### config.mk
export PLATFORM = sky130hd
export DESIGN_NAME = csp_channel
export DESIGN_NICKNAME = d
export VERILOG_FILES = /design/src/rtl/csp_channel.sv
export SDC_FILE = /design/constraint.sdc
export NUM_CORES = 1
export LEC_CHECK = 0
export CORE_AREA = 8 8 82 84
export DETAILED_ROUTE_END_ITERATION = 8
export DIE_AREA = 0 0 90 92
export GPL_TIMING_DRIVEN = 0
export PLACE_DENSITY = 0.89
export SETUP_SLACK_MARGIN = 0.5
export SYNTH_ARGS = -nofsm -noshare
export SYNTH_HDL_FRONTEND = slang
export SYNTH_SLANG_ARGS = --single-unit
### constraint.sdc
create_clock -name clk -period 3.55 [get_ports clk]
set_input_delay 0.71 -clock clk [delete_from_list [all_inputs] [get_ports clk]]
set_output_delay 0.71 -clock clk [all_outputs]
set_load 0.05 [all_outputs]
### src/rtl/csp_channel.sv
// ---------------------------------------------------------------------------
// csp_channel
// Point-to-point CSP channel: four-phase bundled-data handshake on the sender
// and receiver sides, decoupled by a single-entry token register.
//
// Ports:
//   clk         in   clock shared by both processes
//   rst_n       in   asynchronous active-low reset
//   snd_req     in   sender request (snd_data valid while high)
//   snd_data    in   sender token [WIDTH-1:0]
//   snd_ack     out  acknowledge to sender
//   rcv_req     out  request to receiver (rcv_data valid while high)
//   rcv_data    out  token presented to receiver [WIDTH-1:0]
//   rcv_ack     in   receiver acknowledge
//   full        out  token register holds an undelivered token
//   xfer_count  out  [15:0] consumed-token counter     (CSP_CHANNEL_XFER_COUNT_EN)
//   stall       out  sender blocked by a full register (CSP_CHANNEL_XFER_COUNT_EN)
//
// Optional feature macro: CSP_CHANNEL_XFER_COUNT_EN
// ---------------------------------------------------------------------------
module csp_channel #(
    parameter int unsigned WIDTH = 33
) (
    input  logic             clk,
    input  logic             rst_n,
    input  logic             snd_req,
    input  logic [WIDTH-1:0] snd_data,
    output logic             snd_ack,
    output logic             rcv_req,
    output logic [WIDTH-1:0] rcv_data,
    input  logic             rcv_ack,
    output logic             full
`ifdef CSP_CHANNEL_XFER_COUNT_EN
    ,
    output logic [15:0]      xfer_count,
    output logic             stall
`endif
);

    typedef enum logic {
        S_IDLE,
        S_ACK
    } snd_state_t;

    typedef enum logic [1:0] {
        R_IDLE,
        R_REQ,
        R_REL
    } rcv_state_t;

    snd_state_t       r_snd_state;
    rcv_state_t       r_rcv_state;
    logic [WIDTH-1:0] r_data;
    logic             r_full;
    logic             r_snd_ack;
    logic             r_rcv_req;
    logic [WIDTH-1:0] r_rcv_data;

    // Capture needs an empty register beforehand, so a same-edge clear never
    // lets a waiting sender bypass into the register.
    logic w_capture;
    logic w_consume;

    assign w_capture = (r_snd_state == S_IDLE) && snd_req && !r_full;
    assign w_consume = (r_rcv_state == R_REQ) && rcv_ack;

    // Sender FSM: capture token, hold ack until request returns to zero.
    always_ff @(posedge clk or negedge rst_n) begin
        if (!rst_n) begin
            r_snd_state <= S_IDLE;
            r_snd_ack   <= 1'b0;
            r_data      <= '0;
        end else begin
            case (r_snd_state)
                S_IDLE: begin
                    if (w_capture) begin
                        r_data      <= snd_data;
                        r_snd_ack   <= 1'b1;
                        r_snd_state <= S_ACK;
                    end
                end
                S_ACK: begin
                    if (!snd_req) begin
                        r_snd_ack   <= 1'b0;
                        r_snd_state <= S_IDLE;
                    end
                end
                default: begin
                    r_snd_ack   <= 1'b0;
                    r_snd_state <= S_IDLE;
                end
            endcase
        end
    end

    // Occupancy flag: set by capture, cleared by consumption (never both at once).
    always_ff @(posedge clk or negedge rst_n) begin
        if (!rst_n) begin
            r_full <= 1'b0;
        end else if (w_consume) begin
            r_full <= 1'b0;
        end else if (w_capture) begin
            r_full <= 1'b1;
        end
    end

    // Receiver FSM: present token, wait for ack, then wait for ack release.
    always_ff @(posedge clk or negedge rst_n) begin
        if (!rst_n) begin
            r_rcv_state <= R_IDLE;
            r_rcv_req   <= 1'b0;
            r_rcv_data  <= '0;
        end else begin
            case (r_rcv_state)
                R_IDLE: begin
                    // rcv_ack seen here is a protocol violation and is ignored
                    if (r_full) begin
                        r_rcv_data  <= r_data;
                        r_rcv_req   <= 1'b1;
                        r_rcv_state <= R_REQ;
                    end
                end
                R_REQ: begin
                    if (rcv_ack) begin
                        r_rcv_req   <= 1'b0;
                        r_rcv_state <= R_REL;
                    end
                end
                R_REL: begin
                    if (!rcv_ack) begin
                        r_rcv_state <= R_IDLE;
                    end
                end
                default: begin
                    r_rcv_req   <= 1'b0;
                    r_rcv_state <= R_IDLE;
                end
            endcase
        end
    end

    assign snd_ack  = r_snd_ack;
    assign rcv_req  = r_rcv_req;
    assign rcv_data = r_rcv_data;
    assign full     = r_full;

`ifdef CSP_CHANNEL_XFER_COUNT_EN
    logic [15:0] r_xfer_count;

    // Consumption counter, wraps naturally at 16 bits.
    always_ff @(posedge clk or negedge rst_n) begin
        if (!rst_n) begin
            r_xfer_count <= 16'd0;
        end else if (w_consume) begin
            r_xfer_count <= r_xfer_count + 16'd1;
        end
    end

    assign xfer_count = r_xfer_count;
    // Stall describes the current cycle's request, so it is decoded directly.
    assign stall      = snd_req && r_full && (r_snd_state == S_IDLE);
`endif

endmodule

[Word-level counts from Yosys, hierarchy flattened]
Index checks and enable logic that the tools add are counted.
W data, S select, Z words.
Storage, ports and cells
  bits in registers: 72
  bits in latches: 0
  memory bits (writable): 0
  memory bits (read-only): 0
  input port bits: 37
  output and inout bits: 36
  word-level logic and storage cells: 41
  memories: 0
Operators by class
  add/sub/neg operators: 0
  $mul: 0
  div/mod/pow operators: 0
  order comparisons: 0
  equality and inequality tests: 7
  shift-type cells: 0
  multiplexer cells: 14
  bitwise logic cells: 2
  reduce and logical (&&, ||, !) cells: 11
Operators by type and width (count)
  $ne A2 B2 Y1 const B: 5
  $mux W1: 7
  $mux W2: 3
  $pmux W2 S3: 1
  $reduce_and A2 Y1: 3
  $reduce_and A3 Y1: 2
  $pmux W1 S2: 2
  $logic_and A1 B1 Y1: 3
  $pmux W1 S3: 1
  $eq A2 B1 Y1 const B: 1
  $eq A2 B2 Y1 const B: 1
  $logic_not A2 Y1: 1
  $not A1 Y1: 2
  $reduce_bool A2 Y1: 1
  $logic_not A1 Y1: 1

[Depth between registers and ports, before layout]
  depth after elaboration: 5
  depth in mapped cells: 4
  gate-level depth less buffers: 3

[Least setup slack after synthesis]
No wires, ideal clock.
  kind: flip-flop to flip-flop
  from: reg r_full, in the netlist full
  to: reg r_rcv_data[10], in the netlist rcv_data[10]
  library setup time: 125 ps
  arrival time: 1628 ps
  data required time: 3425 ps
  setup slack: 1797 ps
  cell stages (with the launch flop): 5
  buffers on the path: 1
  period minus slack after synthesis: 1753 ps
  cells stage by stage: dfrtp_1 > inv_1 > nor3_4 > buf_4 > mux2_2
Between the ends
  cells in the longest elaborated chain, start to end: 1
Ends and longest elaborated chain
  start, declared: RTL line 54  | logic r_full;
  start signal, assigned: RTL line 99  | r_full <= 1'b0;
  start signal, assigned: RTL line 101  | r_full <= 1'b0;
  start signal, assigned: RTL line 103  | r_full <= 1'b1;
  $reduce_and A2 Y1 (no source line)
  end signal, assigned: RTL line 118  | r_rcv_data <= r_data;
  end, declared: RTL line 57  | logic [WIDTH-1:0] r_rcv_data;
No other way between the ends.
A chain may end at the register's enable or synchronous reset.

[Final worst setup path]
  from: reg r_full, in the netlist full
  to: out full
RTL lines
  end, declared: RTL line 32  | output logic full
No word-level cell between the ends.

==> summary.md <==
| Metric | Value |
|---|---|
| PwrDens | 1110 nW/um^2 |
| Int Power | 2430 uW |
| Aggregate global-route resource usage | 0.135 |
| Worst ir drop on vdd | 530 uV |
| Fmax achieved | 0.440 GHz |
| Final Routed Wirelength | 5200 um |
| Clock sink count | 72 |
| Count of antenna diodes in the layout | 0 |
| Combinational group share of total power | 0.501 |
| Via count of the first global-routing pass | 1876 |
| Post-DR wirelength/cell | 16.2 um |
| Required time of the worst setup path | 2840 ps |
| Synthesized area per cell | 16.7 sq um |
| Register area share after synthesis | 0.668 |
| Vias/cell | 4.96 |
| Data arrival, critical path | 1560 ps |
| Clock insertion delay at the later pin of the skew report | 330 ps |
| DRC marker count from the first detailed-route iteration | 34 |
| Count of unique library cells instantiated by Yosys | 17 |
| CP Capture Type | output pin |
| Starting utilization of the core area | 0.499 |
| Hold Path Class | input port to asynchronous set/reset pin |
| Clock transition time at the flip-flop clock pins of the worst setup and hold paths | 70 ps |
| Clock tree buffer depth | 2 |
| Slew at the pin closest to its max-slew limit | 873 ps |
| Post-Syn Nets | 199 |
| Count of state elements after synthesis | 72 |
| Fin crit share | 0.640 |
| Sw Pwr | 1650 uW |
| Leakage power figure | 0.00156 uW |
| Ordered list of cells on the worst path | clkdlybuf4s50_1 |
| Total die area | 8280 sq um |
| Run status | finished clean |
| Layout cells sized above 1 | 0.349 |
| Instance count of the mapped netlist | 162 |
| Proportion of total power due to net switching | 0.404 |
| Critical path's largest stage delay | 830 ps |
| Final setup violating endpoints | 0 |
| Max-slew violation total from the final report | 0 |
| Number of buffers inserted for hold repair after clock tree synthesis | 0 |
| Leading cell type in the layout, fill and taps excluded | sky130_fd_sc_hd__dfrtp_1 |
| Core footprint | 5410 sq um |
| Post-CTS setup buffer count | 0 |
| Die H | 92 um |
| Origin of the critical flop-to-flop path | r_snd_state |
| Residual antenna-violating net count after detailed routing | 0 |
| Cell type of the slowest stage on the worst timing path | sky130_fd_sc_hd__clkdlybuf4s50_1 |
| Worst setup path category | flip-flop to output pin |
| Clock buffer count from CTS | 9 |
| Relative slew slack | 0.418 |
| CTS-repair resized insts | 0 |
| First-pass GRT wire length | 8990 um |
| CTS Root Cell | sky130_fd_sc_hd__clkbuf_8 |
| Input/output buffers | 72 |
| Startpoint class of the critical path | flip-flop |
| Clock tree from TritonCTS | yes |
| Clk network pwr share | 0.138 |
| Utilization after layout | 0.681 |
| RSZ-0062 raised after global routing | no |
| GRT Residual Overflow | 0 |
| Area growth from synthesis to layout | 36.3% |
| CP Launch Point | full |
| Die width | 90 um |
| Final Hold Fails | 0 |
| Shortest clock period the worst path allows after layout | 2270 ps |
| Maximum number of pins on one net before global-route repair | 73 |
| Final RePlAce weighted congestion | 0.696 |
| Number of search-and-repair iterations in the first detailed-routing pass | 3 |
| Number of nets in the final layout | 282 |
| DPL Wire Length | 3710 um |
| Top library cells by usage in the layout, fill and taps aside | 72 x sky130_fd_sc_hd__dfrtp_1, 71 x sky130_fd_sc_hd__clkdlybuf4s50_1, 64 x sky130_fd_sc_hd__mux2_2 |
| Final Power | 4080 uW |
| Crit path buffers/inverters | 1 |
| I/O pin total | 73 |
| Sequential power share | 0.362 |
| CTS H-Tree Depth | 3 |
| Number of antenna violations at the first check in global routing | 0 |
| Detailed-route via count | 1591 |
| Family with the most delay on the worst path | buffers and inverters |
| Total DRC errors in the routed layout | 0 |
| Worst Path Max Fanout | 4 |
| Clock skew after layout | 5.00 ps |
| Core Rows | 27 |
| YS warnings | 0 |
| Maxcap violations | 0 |
| Cell area after synthesis | 2700 sq um |
[power groups by stage]
stage | Sequential (uW) | Combinational [uW] | Clock [uW]
2_1_floorplan | 2180 | 715 | 0
3_3_place_gp | 1470 | 2040 | 0
3_5_place_dp | 1490 | 2070 | 0
4_1_cts | 1480 | 2080 | 580
5_1_grt | 1540 | 2170 | 614
6_report | 1480 | 2040 | 563
[sequential cells by signal, summed over array words and instances, names as in the netlist]
register     cells
r_data          33
full             1
r_rcv_state      2
r_snd_state      1
snd_ack          1
rcv_req          1
rcv_data        33
[synthesized netlist by cell type]
| master | n | area share |
|---|---|---|
| sky130_fd_sc_hd__mux2_1 | 2 | 0.0083 |
| sky130_fd_sc_hd__mux2_2 | 64 | 0.27 |
| sky130_fd_sc_hd__nand2b_1 | 1 | 0.0023 |
| sky130_fd_sc_hd__o22a_1 | 1 | 0.0032 |
| sky130_fd_sc_hd__inv_1 | 2 | 0.0028 |
| sky130_fd_sc_hd__and2_1 | 1 | 0.0023 |
| sky130_fd_sc_hd__nor3_4 | 1 | 0.0060 |
| sky130_fd_sc_hd__o21ai_0 | 2 | 0.0037 |
| sky130_fd_sc_hd__nor2_1 | 2 | 0.0028 |
| sky130_fd_sc_hd__nor2_2 | 1 | 0.0023 |
| sky130_fd_sc_hd__o22ai_1 | 1 | 0.0023 |
| sky130_fd_sc_hd__xor2_1 | 1 | 0.0032 |
| sky130_fd_sc_hd__nand2_1 | 2 | 0.0028 |
| sky130_fd_sc_hd__dfrtp_1 | 72 | 0.67 |
| sky130_fd_sc_hd__a21oi_1 | 2 | 0.0037 |
| sky130_fd_sc_hd__buf_4 | 6 | 0.017 |
| sky130_fd_sc_hd__o21a_1 | 1 | 0.0028 |
[final timing paths]
check	endpoint	slack, ps	depth (start not counted)
max	full	1280	1
min	rcv_data[31]	480	1
max reg2reg	r_data[19]	1970	4
min reg2reg	rcv_data[31]	480	1
max in group asynchronous	rcv_data[30]	2480	1
min in group clk	rcv_data[31]	480	1
[metrics by stage]
step / setup WS, ps / instances / hold slack (ps) / area (sq um) / setup TNS, ps
after floorplan: 1800 / 162 / 414 / 2700 / 0
after global placement: -575 / 306 / 466 / 3510 / -41150
after detailed placement: 1170 / 306 / 474 / 3510 / 0
after CTS: 1240 / 321 / 492 / 3680 / 0
after global routing: 1220 / 321 / 512 / 3680 / 0
final: 1280 / 321 / 480 / 3680 / 0
[area by class of cell]
| class | instances | area (sq um) |
|---|---|---|
| Tap cell | 72 | 90.1 |
| Buffer | 6 | 45.0 |
| Clock inverter | 3 | 17.5 |
| Fill cell | 415 | 1730 |
| Inverter | 2 | 7.51 |
| Sequential cell | 72 | 1800 |
| Timing Repair Buffer | 72 | 718 |
| Clock buffer | 12 | 155 |
| Multi-Input combinational cell | 82 | 845 |
[logic make-up (layout without fill, tap and decap cells)]
logic type      after synthesis  after routing  synth area share
buf+inv                       8             95            0.0195
xor+xnor                      1              1           0.00325
flops                        72             72             0.668
compound gates                7              7            0.0158
simple gates                  8              8            0.0186
mux                          66             66             0.275
[per-layer routing]
metal	track usage	vias up	wire length, um
met4	0.0707	0	104
met3	0.0530	11	384
met5	0	-	0
met1	0.158	798	2290
met2	0.210	51	2410
li1	-	731	-
No activity file was read; power rests on OpenSTA's default activity.
